### src/rtl/seg7_pkg.sv
// seg7_pkg: shared active-low 7-segment glyph encodings, bit order {g,f,e,d,c,b,a}
package seg7_pkg;
    localparam logic [6:0] GLYPH_0    = 7'b1000000;
    localparam logic [6:0] GLYPH_1    = 7'b1111001;
    localparam logic [6:0] GLYPH_2    = 7'b0100100;
    localparam logic [6:0] GLYPH_3    = 7'b0110000;
    localparam logic [6:0] GLYPH_4    = 7'b0011001;
    localparam logic [6:0] GLYPH_5    = 7'b0010010;
    localparam logic [6:0] GLYPH_6    = 7'b0000010;
    localparam logic [6:0] GLYPH_7    = 7'b1111000;
    localparam logic [6:0] GLYPH_8    = 7'b0000000;
    localparam logic [6:0] GLYPH_9    = 7'b0010000;
    localparam logic [6:0] GLYPH_A    = 7'b0001000;
    localparam logic [6:0] GLYPH_B    = 7'b0000011;
    localparam logic [6:0] GLYPH_C    = 7'b1000110;
    localparam logic [6:0] GLYPH_D    = 7'b0100001;
    localparam logic [6:0] GLYPH_E    = 7'b0000110;
    localparam logic [6:0] GLYPH_F    = 7'b0001110;
    localparam logic [6:0] GLYPH_DASH = 7'b0111111;
    localparam logic [6:0] GLYPH_DARK = 7'b1111111;
endpackage

### src/rtl/seg7_glyph_decode.sv
// seg7_glyph_decode: nibble to active-low {g..a} segments; without hex_mode 10 is a dash and 11..15 are dark
module seg7_glyph_decode
    import seg7_pkg::*;
(
    input  logic [3:0] value,
    input  logic       hex_mode,
    output logic [6:0] segments
);
    always_comb begin
        segments = GLYPH_DARK;
        case (value)
            4'h0: segments = GLYPH_0;
            4'h1: segments = GLYPH_1;
            4'h2: segments = GLYPH_2;
            4'h3: segments = GLYPH_3;
            4'h4: segments = GLYPH_4;
            4'h5: segments = GLYPH_5;
            4'h6: segments = GLYPH_6;
            4'h7: segments = GLYPH_7;
            4'h8: segments = GLYPH_8;
            4'h9: segments = GLYPH_9;
            4'hA: segments = hex_mode ? GLYPH_A : GLYPH_DASH;
            4'hB: segments = hex_mode ? GLYPH_B : GLYPH_DARK;
            4'hC: segments = hex_mode ? GLYPH_C : GLYPH_DARK;
            4'hD: segments = hex_mode ? GLYPH_D : GLYPH_DARK;
            4'hE: segments = hex_mode ? GLYPH_E : GLYPH_DARK;
            4'hF: segments = hex_mode ? GLYPH_F : GLYPH_DARK;
        endcase
    end
endmodule

### src/rtl/seg7_scan_driver.sv
// seg7_scan_driver: time-multiplexed N-digit 7-segment scanner with frame snapshot, blink and leading-zero blanking
module seg7_scan_driver
    import seg7_pkg::*;
#(
    parameter int N_DIGITS       = 4,
    parameter int REFRESH_CYCLES = 100000,
    parameter int BLINK_LOG2     = 25,
    parameter bit ACTIVE_LOW     = 1'b1
) (
    input  logic                  clk,
    input  logic                  rst_n,
    input  logic                  enable,
    input  logic [4*N_DIGITS-1:0] digits,
    input  logic [N_DIGITS-1:0]   dp_in,
    input  logic [N_DIGITS-1:0]   blank_mask,
    input  logic [N_DIGITS-1:0]   blink_mask,
    input  logic                  lz_blank,
    input  logic                  hex_mode,
    output logic [N_DIGITS-1:0]   DIGIT,
    output logic [6:0]            DISPLAY,
    output logic                  DP,
    output logic                  frame_done
);
    localparam int PW = $clog2(REFRESH_CYCLES);
    localparam int CW = (N_DIGITS > 1) ? $clog2(N_DIGITS) : 1;
    localparam logic [CW-1:0] LAST = CW'(N_DIGITS - 1);
    localparam logic [PW-1:0] TERM = PW'(REFRESH_CYCLES - 1);
    localparam logic INV = !ACTIVE_LOW;

    logic [PW-1:0]         cnt_q, cnt_d;
    logic [BLINK_LOG2-1:0] blk_q, blk_d;
    logic                  phase_q, phase_d;
    logic [CW-1:0]         cur_q, cur_d;
    logic                  started_q, started_d;
    logic [4*N_DIGITS-1:0] snap_digits_q, snap_digits_d;
    logic [N_DIGITS-1:0]   snap_dp_q, snap_dp_d;
    logic [N_DIGITS-1:0]   snap_blank_q, snap_blank_d;
    logic [N_DIGITS-1:0]   snap_blink_q, snap_blink_d;
    logic                  snap_lz_q, snap_lz_d;
    logic                  snap_hex_q, snap_hex_d;
    logic [N_DIGITS-1:0]   digit_q, digit_d;
    logic [6:0]            display_q, display_d;
    logic                  dp_q, dp_d;
    logic                  frame_done_q, frame_done_d;
    logic                  tick, wrap, upper_zero, lz_hit, dark;
    logic [3:0]            nib;
    logic [6:0]            glyph;

    // The *_d snapshot values equal the live inputs on the wrap edge, so they serve every slot of the frame.
    always_comb begin
        tick          = enable && (cnt_q == TERM);
        wrap          = tick && (cur_q == LAST);
        cnt_d         = !enable ? cnt_q : (tick ? '0 : cnt_q + 1'b1);
        blk_d         = enable ? blk_q + 1'b1 : blk_q;
        phase_d       = phase_q ^ (enable && (&blk_q));
        cur_d         = !tick ? cur_q : (wrap ? '0 : cur_q + 1'b1);
        started_d     = started_q | tick;
        snap_digits_d = wrap ? digits : snap_digits_q;
        snap_dp_d     = wrap ? dp_in : snap_dp_q;
        snap_blank_d  = wrap ? blank_mask : snap_blank_q;
        snap_blink_d  = wrap ? blink_mask : snap_blink_q;
        snap_lz_d     = wrap ? lz_blank : snap_lz_q;
        snap_hex_d    = wrap ? hex_mode : snap_hex_q;
        frame_done_d  = wrap && started_q;
    end

    always_comb begin
        upper_zero = 1'b1;
        lz_hit     = 1'b0;
        for (int i = N_DIGITS - 1; i > 0; i--) begin
            upper_zero = upper_zero && (snap_digits_d[4*i +: 4] == 4'd0);
            if (cur_d == CW'(i)) lz_hit = snap_lz_d && upper_zero;
        end
    end

    assign nib  = snap_digits_d[{cur_d, 2'b00} +: 4];
    assign dark = snap_blank_d[cur_d] | (snap_blink_d[cur_d] & phase_q) | lz_hit;

    seg7_glyph_decode u_glyph (
        .value    (nib),
        .hex_mode (snap_hex_d),
        .segments (glyph)
    );

    always_comb begin
        digit_d   = !enable ? {N_DIGITS{ACTIVE_LOW}} : !tick ? digit_q :
                    ((dark ? '1 : ~(N_DIGITS'(1) << cur_d)) ^ {N_DIGITS{INV}});
        display_d = !enable ? {7{ACTIVE_LOW}} : !tick ? display_q :
                    ((dark ? GLYPH_DARK : glyph) ^ {7{INV}});
        dp_d      = !enable ? ACTIVE_LOW : !tick ? dp_q : (!(snap_dp_d[cur_d] && !dark) ^ INV);
    end

    always_ff @(posedge clk or negedge rst_n) begin
        if (!rst_n) begin
            cnt_q         <= '0;
            blk_q         <= '0;
            phase_q       <= 1'b0;
            cur_q         <= LAST;
            started_q     <= 1'b0;
            snap_digits_q <= '0;
            snap_dp_q     <= '0;
            snap_blank_q  <= '0;
            snap_blink_q  <= '0;
            snap_lz_q     <= 1'b0;
            snap_hex_q    <= 1'b0;
            digit_q       <= {N_DIGITS{ACTIVE_LOW}};
            display_q     <= {7{ACTIVE_LOW}};
            dp_q          <= ACTIVE_LOW;
            frame_done_q  <= 1'b0;
        end else begin
            cnt_q         <= cnt_d;
            blk_q         <= blk_d;
            phase_q       <= phase_d;
            cur_q         <= cur_d;
            started_q     <= started_d;
            snap_digits_q <= snap_digits_d;
            snap_dp_q     <= snap_dp_d;
            snap_blank_q  <= snap_blank_d;
            snap_blink_q  <= snap_blink_d;
            snap_lz_q     <= snap_lz_d;
            snap_hex_q    <= snap_hex_d;
            digit_q       <= digit_d;
            display_q     <= display_d;
            dp_q          <= dp_d;
            frame_done_q  <= frame_done_d;
        end
    end

    assign DIGIT      = digit_q;
    assign DISPLAY    = display_q;
    assign DP         = dp_q;
    assign frame_done = frame_done_q;
endmodule

### config.mk
export PLATFORM = sky130hd
export DESIGN_NAME = seg7_scan_driver
export DESIGN_NICKNAME = d
export VERILOG_FILES = /design/src/rtl/seg7_pkg.sv /design/src/rtl/seg7_glyph_decode.sv /design/src/rtl/seg7_scan_driver.sv
export SDC_FILE = /design/constraint.sdc
export NUM_CORES = 1
export LEC_CHECK = 0
export ABC_CLOCK_PERIOD_IN_PS = 4000
export BUFFER_PORTS_ARGS = -buffer_cell sky130_fd_sc_hd__buf_2
export CAP_MARGIN = 10
export CORE_MARGIN = 2
export CORE_UTILIZATION = 50
export CTS_BUF_LIST = sky130_fd_sc_hd__clkbuf_2 sky130_fd_sc_hd__clkbuf_4 sky130_fd_sc_hd__clkbuf_8
export CTS_CLUSTER_DIAMETER = 50
export DETAILED_ROUTE_END_ITERATION = 6
export PLACE_DENSITY_LB_ADDON = 0.15
export SLEW_MARGIN = 20
export SYNTH_ARGS = -nofsm -noshare
export SYNTH_HDL_FRONTEND = slang
export SYNTH_SLANG_ARGS = --single-unit
### constraint.sdc
create_clock -name clk -period 4 [get_ports clk]
set_clock_uncertainty 0.05 [all_clocks]
set_input_delay 0.4 -clock clk [delete_from_list [all_inputs] [get_ports clk]]
set_output_delay 0.4 -clock clk [all_outputs]
set_load 0.005 [all_outputs]
Word level (Yosys, flattened, before mapping)
Index checks and enable logic that the tools add are counted.

storage, ports and cells
  memories = 0
  latch bits = 0
  memory bits (writable) = 0
  output and inout bits = 13
  logic and storage cells = 98
  ROM bits = 0
  register bits = 89

operators by class
  shifts and indexed selects = 2
  $lt $le $gt $ge = 1
  multiply operators = 0
  divide/modulo/power cells = 0
  muxes and demuxes = 33
  bitwise gates (word level) = 6
  $add $sub $neg = 3
  reduce and logical (&&, ||, !) cells = 17
  eq/ne operators = 21

operator list
  kind                                                         number
  case mux 7 bit (16 select lines)                             1
  two-way mux 7 bit                                            7
  == test 4 bit (second input constant)                        8
  adder 25 x 1 -> 25 bit (second input constant)               1
  AND reduction 25 bit                                         1
  two-way mux 4 bit                                            6
  adder 17 x 1 -> 17 bit (second input constant)               1
  == test 17 bit (second input constant)                       1
  two-way mux 17 bit                                           1
  == test 4 x 3 -> 1 bit (second input constant)               4
  zero test 4 bit                                              4
  two-way mux 16 bit                                           1
  variable part select 16 x 5 -> 4 bit                         1
  two-way mux 6 bit                                            2
  logical AND 1 bit                                            10
  two-way mux 1 bit                                            10
  == test 4 x 2 -> 1 bit (second input constant)               2
  binary-select mux 1 bit (select 2 bit)                       3
  == test 2 bit (second input constant)                        3
  == test 4 x 1 -> 1 bit (second input constant)               1
  two-way mux 2 bit                                            2
  NOT 4 bit                                                    1
  left shift 1 x 2 -> 4 bit (first input constant)             1
  less-than comparator 2 x 3 -> 1 bit (second input constant)  1
  other kinds (7)                                              10

Depth between registers and ports, before layout
Gate-level depths: netlist of the first run.

  word-level depth = 15
  depth in mapped cells = 15
  mapped depth without buffers = 12

Modules after synthesis
Synthesis of the first run repeated with hierarchy kept, for this count alone.

second synthesis, totals
  cells, all modules = 461
  area total of the unflattened synthesis = 4428.0 sq um

by module, submodules not included
  module             seq. area each (sq um)  cells each  area an instance (sq um)  instances
  seg7_scan_driver   2244.7                  411         4135.2                    1
  seg7_glyph_decode  0.0                     50          292.8                     1

Least setup slack after synthesis of the first run
OpenSTA, ideal clock, no wires.

  kind = reg-to-reg
  start point = reg cnt_q[0]
  end point = reg display_q[5] (netlist: DISPLAY[5])
  arrival = 2.792 ns
  path slack = 1.068 ns
  clock period less this slack = 2.932 ns
  stages on the path, launching flop included = 12
  data required time = 3.859 ns
  path through = dfrtp_1 > ha_1 > nor4b_4 > and4_1 > buf_4 > nand3_1 > nand2_2 > mux2_4 > a221o_1 > and3_1 > a2111oi_0 > nor3_1

between the ends
  word-level cells in the longest chain between the ends = 13

ends and longest elaborated chain
  item                                                                                          line                     source
  start, declared                                                                               seg7_scan_driver.sv:30   logic [PW-1:0] cnt_q, cnt_d;
  start signal, assigned                                                                        seg7_scan_driver.sv:111  cnt_q <= cnt_d;
  == test 17 bit *                                                                              seg7_scan_driver.sv:51   tick = enable && (cnt_q == TERM);
  logical AND 1 bit *                                                                           seg7_scan_driver.sv:51
  logical AND 1 bit                                                                             seg7_scan_driver.sv:52   wrap = tick && (cur_q == LAST);
  two-way mux 2 bit                                                                             seg7_scan_driver.sv:56   cur_d = !tick ? cur_q : (wrap ? '0 : cur_q + 1'b1);
  two-way mux 2 bit *                                                                           seg7_scan_driver.sv:56
  named net cur_d[1]                                                                            seg7_scan_driver.sv:33   logic [CW-1:0] cur_q, cur_d;
  parallel branches: the longest is 5 deep, another holds variable part select 16 x 5 -> 4 bit  n/a
  two-way mux 7 bit *                                                                           seg7_scan_driver.sv:89   ((dark ? GLYPH_DARK : glyph) ^ {7{INV}});
  two-way mux 7 bit * (2 in a row)                                                              seg7_scan_driver.sv:88   display_d = !enable ? {7{ACTIVE_LOW}} : !tick ? display_q :
  end signal, assigned                                                                          seg7_scan_driver.sv:107  display_q <= {7{ACTIVE_LOW}};
  end signal, assigned                                                                          seg7_scan_driver.sv:123  display_q <= display_d;
  end, declared                                                                                 seg7_scan_driver.sv:42   logic [6:0] display_q, display_d;

Mark *: on every way through the listed nets, which the timed path passes. The select of a mux whose other input is x is not followed.
A chain may end at the register's enable or synchronous reset.

Worst setup path after layout of the first run
  start point = reg cnt_q[0]
  end point = reg display_q[3] (netlist: DISPLAY[3])

between the ends
  word-level cells in the longest chain between the ends = 13

ends and longest elaborated chain
  item                                                                                          line                    source
  == test 17 bit *                                                                              seg7_scan_driver.sv:51
  logical AND 1 bit *                                                                           seg7_scan_driver.sv:51
  logical AND 1 bit *                                                                           seg7_scan_driver.sv:52
  two-way mux 16 bit *                                                                          seg7_scan_driver.sv:58  snap_digits_d = wrap ? digits : snap_digits_q;
  named net snap_digits_d[12]                                                                   seg7_scan_driver.sv:35  logic [4*N_DIGITS-1:0] snap_digits_q, snap_digits_d;
  parallel branches: the longest is 6 deep, another holds variable part select 16 x 5 -> 4 bit  n/a
  two-way mux 7 bit *                                                                           seg7_scan_driver.sv:89
  two-way mux 7 bit * (2 in a row)                                                              seg7_scan_driver.sv:88

Marks and branches as above.

==> metrics.md, run 1 <==
| Metric | Value |
|---|---|
| Post-synthesis cell type count | 63 |
| Cts bufs inserted | 9 |
| Top cells by area, synth | dfrtp_1 42%, dfstp_2 8.3%, xnor2_1 3.9%, mux2i_1 3.8%, xor2_1 3.5% |
| Pwr Total | 1.93 mW |
| Ys flop type | dfrtp_1 |
| # rows | 34 |
| RSZ-0062 raised after global routing | no |
| Multi-input logic area | 2040 µm² |
| Relative slew slack | 46.7% |
| Ant. Diodes | 0 |
| Final Setup Violations | 0 |
| CP Capture Type | flip-flop |
| Die width | 98.4 µm |
| Clock root cell | clkbuf_8 |
| TritonRoute pass-1 iters | 4 |
| GRT overflow | 0 |
| Post-synth top cells | 75 x dfrtp_1, 36 x nor2_1, 29 x nand2_1, 24 x inv_1, 21 x nand3_1 |
| H-tree depth | 3 |
| Slowest CP cell | o21ai_1 |
| Core Area | 8680 µm² |
| Vias per std cell | 5.67 |
| Top cell type's share of synthesized area | 42.1% |
| Hold buffer count at cts | 0 |
| DRC | 0 |
| Clock-pin slew on the worst setup and hold paths | 90 ps |
| Fin area | 5020 µm² |
| RD Place Congestion | 0.861 |
| Initial antenna violation count | 0 |
| Final hold violation count | 0 |
| Filler instances | 735 |
| Status | complete, no violations |
| Worst-margin pin slew | 800 ps |
| Final Cycle Share | 94.3% |
| Cell count after synthesis | 413 |
| Maximum VDD drop | 0.190 mV |
| Synth area leader | dfrtp_1 |
| Clock Latency Late Sink | 370 ps |
| Syn-to-layout area delta | 12.7% |
| Post-layout min period | 3770 ps |
| Flops & latches, synth | 89 |
| CP Data Arrival Time | 4000 ps |
| WL final | 9.57 mm |
| Initial Util | 51.3% |
| Sequential fraction of the synthesis area | 50.4% |
| Class of the worst hold path | input pin to async pin |
| Req. time, crit path | 4230 ps |
| Final Max Slew Viols | 0 |
| CTS tree | built |
| Vias in the first global route | 3188 |
| Via Count | 3254 |
| Synthesized Nets | 449 |
| Clk sinks | 89 |
| Post-DP HPWL | 6.74 mm |
| Storage cell area | 2240 µm² |
| Layout cell share with drive strength beyond 1 | 24.2% |
| Wire per inst | 16.7 µm |
| CP peak stage delay | 580 ps |
| Sum Neg Setup Slack | 0 ps |
| IO Port Bufs | 45 |
| NumNets Final | 497 |
| Max Clk Rate | 0.265 GHz |
| Most common cell in the netlist | dfrtp_1 |
| Post-Syn Area | 4460 µm² |
| Drt first-iter violations | 148 |
| Largest net degree at the start of global routing | 90 |
| Worst-path cell chain | ha_1 > nor4b_4 > and4_1 > nand3_2 > buf_4 > mux2_2 > mux2i_1 > o21ai_1 > or2_1 > o22ai_1 > a2111oi_0 > nor2_1 |
| Synth Area per Inst | 10.8 µm² |
| Postcts setup bufs | 0 |
| Post_cts resized | 0 |
| Ys async rst share | 100% |
| Max_cap viols | 0 |
| Number of flops mapped to enable cells by yosys | 0 |
| # IOs | 46 |
| CP Max Fanout | 17 |
| Critical Path Source Type | flip-flop |
| First-pass GRT wire length | 16.0 mm |
| CP Class | flip-flop to flip-flop |
| Final ANT Viol Nets | 0 |
| Area after DPL | 4770 µm² |
| Die area | 9680 µm² |
| Die Span Y | 98.4 µm |
| Power per standard cell area | 384 nW/µm² |
| Syn. warnings | 0 |
| GRT Total Usage | 20.6% |
| Clk buf depth | 2 |
| Static leakage | 2.42 nW |
metrics by stage:
step	setup WS, ps	instances	hold WS (ps)	util [%]
floorplan	1070	413	54.4	-
CTS	302	574	212	57.8
finish	230	574	49.7	57.8
global placement	488	558	395	55.0
detailed placement	353	558	395	55.0
global route	35.5	574	112	57.8
logic make-up (layout without fill, tap and decap cells):
| family | after synthesis | count (layout) | synth area share (%) |
|---|---|---|---|
| xor+xnor | 38 | 38 | 7.47 |
| buf+inv | 37 | 90 | 3.90 |
| simple gates | 149 | 149 | 17.6 |
| compound gates | 62 | 62 | 11.0 |
| mux | 35 | 35 | 8.76 |
| fa+ha+maj | 3 | 3 | 0.843 |
| flops | 89 | 89 | 50.4 |
registers in the layout, summed over array words and instances, names as in the netlist, 2 cells and up:
name and cells:
DIGIT 4, DISPLAY 7, blk_q 25, cnt_q 17, cur_q 2, snap_blank_q 4, snap_blink_q 4, snap_digits_q 16
snap_dp_q 4
critical path: cells and delay by family (launching register included):
| kind | cells | cell delay [ps] |
|---|---|---|
| flops | 1 | 460 |
| mux | 2 | 330 |
| fa+ha+maj | 1 | 270 |
| simple gates | 5 | 1200 |
| compound gates | 3 | 1100 |
| buf+inv | 1 | 260 |
cell type report:
type / instances / share of cell area, %
Tap cell: 108 / 2.69
Clock inverter: 5 / 2.09
Timing Repair Buffer: 50 / 5.36
Inverter: 24 / 1.79
Multi-Input combinational cell: 287 / 40.6
Clock buffer: 11 / 2.77
Sequential cell: 89 / 44.7
layout by cell type (no fill, tap or decap), types with 6 or more instances in the layout:
cell type / instances
nand2_1: 29
nor4_1: 7
nor2_1: 36
mux2i_1: 17
nand3_1: 21
dfstp_2: 14
a21oi_1: 9
nor3_1: 6
o22a_1: 9
xnor2_1: 20
xor2_1: 18
o21ai_0: 11
inv_1: 24
mux2_2: 13
clkbuf_8: 9
buf_2: 44
nand4_1: 14
dfrtp_1: 75
routing by layer:
layer	vias to the layer above	GRT usage, %	share of wire [%]
met2	85	32.4	47
met1	1593	29.0	46
met3	13	4.29	5.5
met5	-	0	0
li1	1563	-	-
met4	0	6.43	1.3
where the power goes:
group | total (mW) | internal (mW) | switching [mW]
clock | 0.751 | 0.429 | 0.322
sequential | 1.03 | 0.957 | 0.0710
combinational | 0.147 | 0.0722 | 0.0748
path summary, 6_finish.rpt:
| check | startpoint | endpoint | slack (ps) | cells past startpoint |
|---|---|---|---|---|
| worst max-delay path | cnt_q[0] | DISPLAY[3] | 230 | 12 |
| worst min register to register | started_q | started_q | 420 | 1 |
| worst max register to register | cnt_q[0] | DISPLAY[3] | 230 | 12 |
| worst min-delay path | rst_n | blk_q[2] | 50 | 1 |
| min in group clk | blink_mask[0] | snap_blink_q[0] | 210 | 3 |
| max in group asynchronous | rst_n | snap_blank_q[2] | 3310 | 1 |
(Power assumes the default switching activity.)
==> inputs of run 2 (changes only) <==
Settings changed: CTS_BUF_LIST sky130_fd_sc_hd__clkbuf_2 sky130_fd_sc_hd__clkbuf_4 sky130_fd_sc_hd__clkbuf_8 to sky130_fd_sc_hd__clkbuf_16.
==> metrics.md, run 2 (synthesis results as in run 1) <==
| Metric | Value |
|---|---|
| Wire per inst | 16.6 µm (was 16.7 µm) |
| Storage cell area | 2240 µm² (unchanged) |
| Layout cell share with drive strength beyond 1 | 23.8% (was 24.2%) |
| Slowest CP cell | o21ai_1 (unchanged) |
| Class of the worst hold path | input pin to async pin (unchanged) |
| Largest net degree at the start of global routing | 90 (unchanged) |
| Top Registers | blk_q x25, cnt_q x17, snap_digits_q x16 (unchanged) |
| Max_cap viols | 0 (unchanged) |
| Switching share of total power | 23.1% (was 24.3%) |
| # rows | 34 (unchanged) |
| Drt first-iter violations | 143 (was 148) |
| Dpl ws | 353 ps (unchanged) |
| Die area | 9680 µm² (unchanged) |
| Power per standard cell area | 416 nW/µm² (was 384 nW/µm²) |
| Logic pwr share | 6.9% (was 7.6%) |
| Multi-input logic area | 2040 µm² (unchanged) |
| # IOs | 46 (unchanged) |
| Vias in the first global route | 3205 (was 3188) |
| NumNets Final | 497 (unchanged) |
| Initial antenna violation count | 0 (unchanged) |
| Final ANT Viol Nets | 0 (unchanged) |
| Cell-internal power | 1.64 mW (was 1.46 mW) |
| Commonest non-fill, non-tap cell in the layout | dfrtp_1 (unchanged) |
| CP Capture Type | flip-flop (unchanged) |
| Max Clk Rate | 0.270 GHz (was 0.265 GHz) |
| Crit path launch | cnt_q[0] (unchanged) |
| Worst-path cell chain | ha_1 > nor4b_4 > and4_1 > nand3_2 > buf_4 > mux2_2 > mux2i_1 > o21ai_1 > or2_1 > o22ai_1 > a2111oi_0 > nor2_1 (unchanged) |
| Sum Neg Setup Slack | 0 ps (unchanged) |
| H-tree depth | 3 (unchanged) |
| Top reg by flops | blk_q (unchanged) |
| WL final | 9.54 mm (was 9.57 mm) |
| Initial Util | 51.3% (unchanged) |
| GRT Total Usage | 20.6% (about the same) |
| Clock Latency Late Sink | 340 ps (was 370 ps) |
| Clk buf depth | 2 (unchanged) |
| Clk sinks | 89 (unchanged) |
| Filler instances | 712 (was 735) |
| GRT overflow | 0 (unchanged) |
| CP Class | flip-flop to flip-flop (unchanged) |
| Hold buffer count at cts | 0 (unchanged) |
| Clock-pin slew on the worst setup and hold paths | 60 ps (was 90 ps) |
| DRC | 0 (unchanged) |
| Most frequent cells in the layout | 75 x dfrtp_1, 44 x buf_2, 36 x nor2_1 (unchanged) |
| Postcts setup bufs | 0 (unchanged) |
| Critical Path Source Type | flip-flop (unchanged) |
| Final Cycle Share | 92.6% (was 94.3%) |
| RSZ-0062 raised after global routing | no (unchanged) |
| Die width | 98.4 µm (unchanged) |
| Max FFs per register | 25 (unchanged) |
| Static leakage | 2.47 nW (was 2.42 nW) |
| Syn-to-layout area delta | 14.8% (was 12.7%) |
| Cts bufs inserted | 9 (unchanged) |
| Final Max Slew Viols | 0 (unchanged) |
| Setup slack after layout | 295 ps (was 230 ps) |
| Post-layout min period | 3700 ps (was 3770 ps) |
| Ant. Diodes | 0 (unchanged) |
| Psw | 0.492 mW (was 0.468 mW) |
| CP Max Fanout | 17 (unchanged) |
| Clock root cell | clkbuf_16 (was clkbuf_8) |
| Status | complete, no violations (unchanged) |
| Clock power frac | 44.7% (was 39.0%) |
| RD Place Congestion | 0.861 (unchanged) |
| Worst R2R Start | cnt_q[0] (unchanged) |
| Via Count | 3248 (was 3254) |
| Final Setup Violations | 0 (unchanged) |
| Die Span Y | 98.4 µm (unchanged) |
| Core Area | 8680 µm² (unchanged) |
| Maximum VDD drop | 0.202 mV (was 0.190 mV) |
| Pwr Total | 2.13 mW (was 1.93 mW) |
| Post-DP HPWL | 6.74 mm (unchanged) |
| Sequential power share | 48.4% (was 53.4%) |
| Post_cts resized | 0 (unchanged) |
| Final hold violation count | 0 (unchanged) |
| Vias per std cell | 5.66 (was 5.67) |
| Req. time, crit path | 4200 ps (was 4230 ps) |
| FF-to-FF setup slack | 300 ps (was 230 ps) |
| CP peak stage delay | 540 ps (was 580 ps) |
| WHS | 52.7 ps (was 49.7 ps) |
| Relative slew slack | 46.6% (was 46.7%) |
| CP Data Arrival Time | 3910 ps (was 4000 ps) |
| CTS tree | built (unchanged) |
| IO Port Bufs | 45 (unchanged) |
| First-pass GRT wire length | 15.9 mm (was 16.0 mm) |
| TritonRoute pass-1 iters | 4 (unchanged) |
| Worst-margin pin slew | 801 ps (was 800 ps) |
[run 2: area by class of cell]
type / instances / area share [%]
tap: 108 / 2.64
sequential: 89 / 43.9
timing repair buffer: 50 / 5.26
inverter: 24 / 1.76
clock buffer: 9 / 4.40
clock inverter: 7 / 2.20
multi-input combinational: 287 / 39.8
[run 2: final timing paths]
| check | to | cells after the start |
|---|---|---|
| min | cnt_q[16] | 1 |
| max reg2reg | DISPLAY[3] | 12 |
| min in group clk | snap_blink_q[1] | 3 |
| max | DISPLAY[3] | 12 |
| max in group asynchronous | snap_hex_q | 1 |
| min reg2reg | started_q | 1 |
[run 2: per-layer routing]
layer  track usage (%)  routed length (µm)  vias to the layer above  part of all wire, %
li1                  -                   -                     1565                    -
met1              28.5                4320                     1591                   45
met2              32.3                4500                       81                   47
met3              4.01                 570                       11                  6.0
met4              8.22                 150                        0                  1.6
met5                 0                   0                        -                    0
[run 2: metrics by stage]
stage / util (%) / instance area, µm² / instances
detailed placement: 55.0 / 4770 / 558
finish: 58.9 / 5110 / 574
global route: 58.9 / 5110 / 574
global placement: 55.0 / 4770 / 558
CTS: 58.9 / 5110 / 574
floorplan: - / 4460 / 413
[run 2: worst max-delay path, delay by kind of cell (launching register included)]
kind,cells,cell delay (ps)
AND/OR/NAND/NOR,5,1200
flip-flops,1,440
adder cells (fa/ha/maj),1,280
AO/OA/AOI/OAI,3,1050
buffers and inverters,1,260
multiplexers,2,330
[run 2: power groups by stage]
stage,Combinational [mW],Clock [mW],Sequential (mW)
2_1_floorplan,0.0952,0,1.03
6_report,0.147,0.952,1.03
3_5_place_dp,0.148,0,1.04
5_1_grt,0.169,1.00,1.04
3_3_place_gp,0.143,0,1.04
4_1_cts,0.150,0.968,1.03
==> inputs of run 3 (changes only) <==
Settings changed: CTS_BUF_LIST sky130_fd_sc_hd__clkbuf_16 to sky130_fd_sc_hd__clkbuf_8.
==> metrics.md, run 3 (synthesis results as in run 1) <==
| Metric | Value |
|---|---|
| Crit path launch | cnt_q[0] (unchanged) |
| Static leakage | 2.42 nW (was 2.47 nW) |
| Clock-pin slew on the worst setup and hold paths | 80 ps (was 60 ps) |
| Worst R2R Start | cnt_q[0] (unchanged) |
| Layout cell share with drive strength beyond 1 | 23.8% (unchanged) |
| FF-to-FF setup slack | 270 ps (was 300 ps) |
| Path length in cells of the critical path | 12 (unchanged) |
| Clk sinks | 89 (unchanged) |
| Vias in the first global route | 3179 (was 3205) |
| Wire per inst | 16.5 µm (was 16.6 µm) |
| Relative slew slack | 46.8% (was 46.6%) |
| Reg-to-reg endpoint | DISPLAY[3] (unchanged) |
| Clock Latency Late Sink | 360 ps (was 340 ps) |
| Area after DPL | 4770 µm² (unchanged) |
| Top reg by flops | blk_q (unchanged) |
| Largest net degree at the start of global routing | 90 (unchanged) |
| Die width | 98.4 µm (unchanged) |
| # rows | 34 (unchanged) |
| Top Registers | blk_q x25, cnt_q x17, snap_digits_q x16 (unchanged) |
| Commonest non-fill, non-tap cell in the layout | dfrtp_1 (unchanged) |
| RSZ-0062 raised after global routing | no (unchanged) |
| Ant. Diodes | 0 (unchanged) |
| # IOs | 46 (unchanged) |
| R2R cell count | 12 (unchanged) |
| Initial antenna violation count | 0 (unchanged) |
| RD Place Congestion | 0.861 (unchanged) |
| Via Count | 3229 (was 3248) |
| First-pass GRT wire length | 15.9 mm (about the same) |
| Final Cycle Share | 93.3% (was 92.6%) |
| Maximum VDD drop | 0.190 mV (was 0.202 mV) |
| Syn-to-layout area delta | 12.5% (was 14.8%) |
| Max Clk Rate | 0.268 GHz (was 0.270 GHz) |
| GRT overflow | 0 (unchanged) |
| Critical Path Source Type | flip-flop (unchanged) |
| Clk buf depth | 2 (unchanged) |
| Cts bufs inserted | 9 (unchanged) |
| Die Span Y | 98.4 µm (unchanged) |
| Post-DP HPWL | 6.74 mm (unchanged) |
| Status | complete, no violations (unchanged) |
| Psw | 0.463 mW (was 0.492 mW) |
| Final hold violation count | 0 (unchanged) |
| CP Buf/Inv Count | 1 (unchanged) |
| CP top delay family | simple AND/OR/NAND/NOR gates (unchanged) |
| Crit path to | DISPLAY[3] (unchanged) |
| CTS tree | built (unchanged) |
| H-tree depth | 3 (unchanged) |
| Max FFs per register | 25 (unchanged) |
| DRC | 0 (unchanged) |
| Final ANT Viol Nets | 0 (unchanged) |
| Cell-internal power | 1.44 mW (was 1.64 mW) |
| Power per standard cell area | 380 nW/µm² (was 416 nW/µm²) |
| TritonRoute pass-1 iters | 4 (unchanged) |
| Worst-margin pin slew | 797 ps (was 801 ps) |
| Logic pwr share | 7.7% (was 6.9%) |
| Req. time, crit path | 4220 ps (was 4200 ps) |
| Slowest CP cell | o21ai_1 (unchanged) |
| Initial Util | 51.3% (unchanged) |
| Final Setup Violations | 0 (unchanged) |
| Core Area | 8680 µm² (unchanged) |
| Hold buffer count at cts | 0 (unchanged) |
| Fin area | 5010 µm² (was 5110 µm²) |
| Class of the worst hold path | input pin to async pin (unchanged) |
| Die area | 9680 µm² (unchanged) |
| Drt first-iter violations | 187 (was 143) |
| CP Data Arrival Time | 3950 ps (was 3910 ps) |
| Clock power frac | 38.3% (was 44.7%) |
| CP peak stage delay | 560 ps (was 540 ps) |
| CP Class | flip-flop to flip-flop (unchanged) |
| Switching share of total power | 24.3% (was 23.1%) |
| Clock root cell | clkbuf_8 (was clkbuf_16) |
| Max_cap viols | 0 (unchanged) |
| Worst-path cell chain | ha_1 > nor4b_4 > and4_1 > nand3_2 > buf_4 > mux2_2 > mux2i_1 > o21ai_1 > or2_1 > o22ai_1 > a2111oi_0 > nor2_1 (unchanged) |
| Post_cts resized | 0 (unchanged) |
| WL final | 9.49 mm (was 9.54 mm) |
| IO Port Bufs | 45 (unchanged) |
| NumNets Final | 497 (unchanged) |
| Sequential power share | 54.0% (was 48.4%) |
| CP Capture Type | flip-flop (unchanged) |
| CP Max Fanout | 17 (unchanged) |
| Postcts setup bufs | 0 (unchanged) |
| GRT Total Usage | 20.5% (was 20.6%) |
| Most frequent cells in the layout | 75 x dfrtp_1, 44 x buf_2, 36 x nor2_1 (unchanged) |
| Vias per std cell | 5.63 (was 5.66) |
| Final Max Slew Viols | 0 (unchanged) |
| Sum Neg Setup Slack | 0 ps (unchanged) |
| Post-layout min period | 3730 ps (was 3700 ps) |
## run 3: through the flow
| stage | cells | hold slack (ps) | power, mW | setup slack, ps | utilization, % |
|---|---|---|---|---|---|
| global placement | 558 | 395 | 1.18 | 488 | 55.0 |
| finish | 574 | 51.8 | 1.90 | 267 | 57.8 |
| detailed placement | 558 | 395 | 1.19 | 353 | 55.0 |
| floorplan | 413 | 54.4 | 1.12 | 1070 | - |
| CTS | 574 | 211 | 1.92 | 304 | 57.7 |
| global route | 574 | 111 | 1.99 | 41.9 | 57.8 |
## run 3: worst min-delay path by stage
stage,slack [ps],from,end,cells past startpoint
finish,50,rst_n,cnt_q[13],1
global route,110,rst_n,snap_dp_q[0],1
CTS,210,blink_mask[1],snap_blink_q[1],3
detailed placement,400,started_q,started_q,1
global placement,400,started_q,started_q,1
floorplan,50,rst_n,blk_q[0],0
## run 3: power groups by stage
stage	clock network, mW	registers [mW]	logic [mW]
2_1_floorplan	0	1.03	0.0952
3_3_place_gp	0	1.04	0.143
3_5_place_dp	0	1.04	0.148
4_1_cts	0.746	1.03	0.150
5_1_grt	0.786	1.04	0.169
6_report	0.728	1.03	0.147
## run 3: cell type report
type | count | area [µm²]
clock inverters | 7 | 113
fillers | 732 | 3670
repair buffers | 50 | 269
multi-input cells | 287 | 2040
well taps | 108 | 135
clock buffers | 9 | 124
flip-flops and latches | 89 | 2240
inverters | 24 | 90.1
## run 3: per-layer routing
layer,global-route usage [%],up-vias,wire [µm]
met3,4.29,2,548
met5,0,-,0
met2,32.3,71,4540
met4,6.43,0,36
li1,-,1562,-
met1,28.7,1594,4370
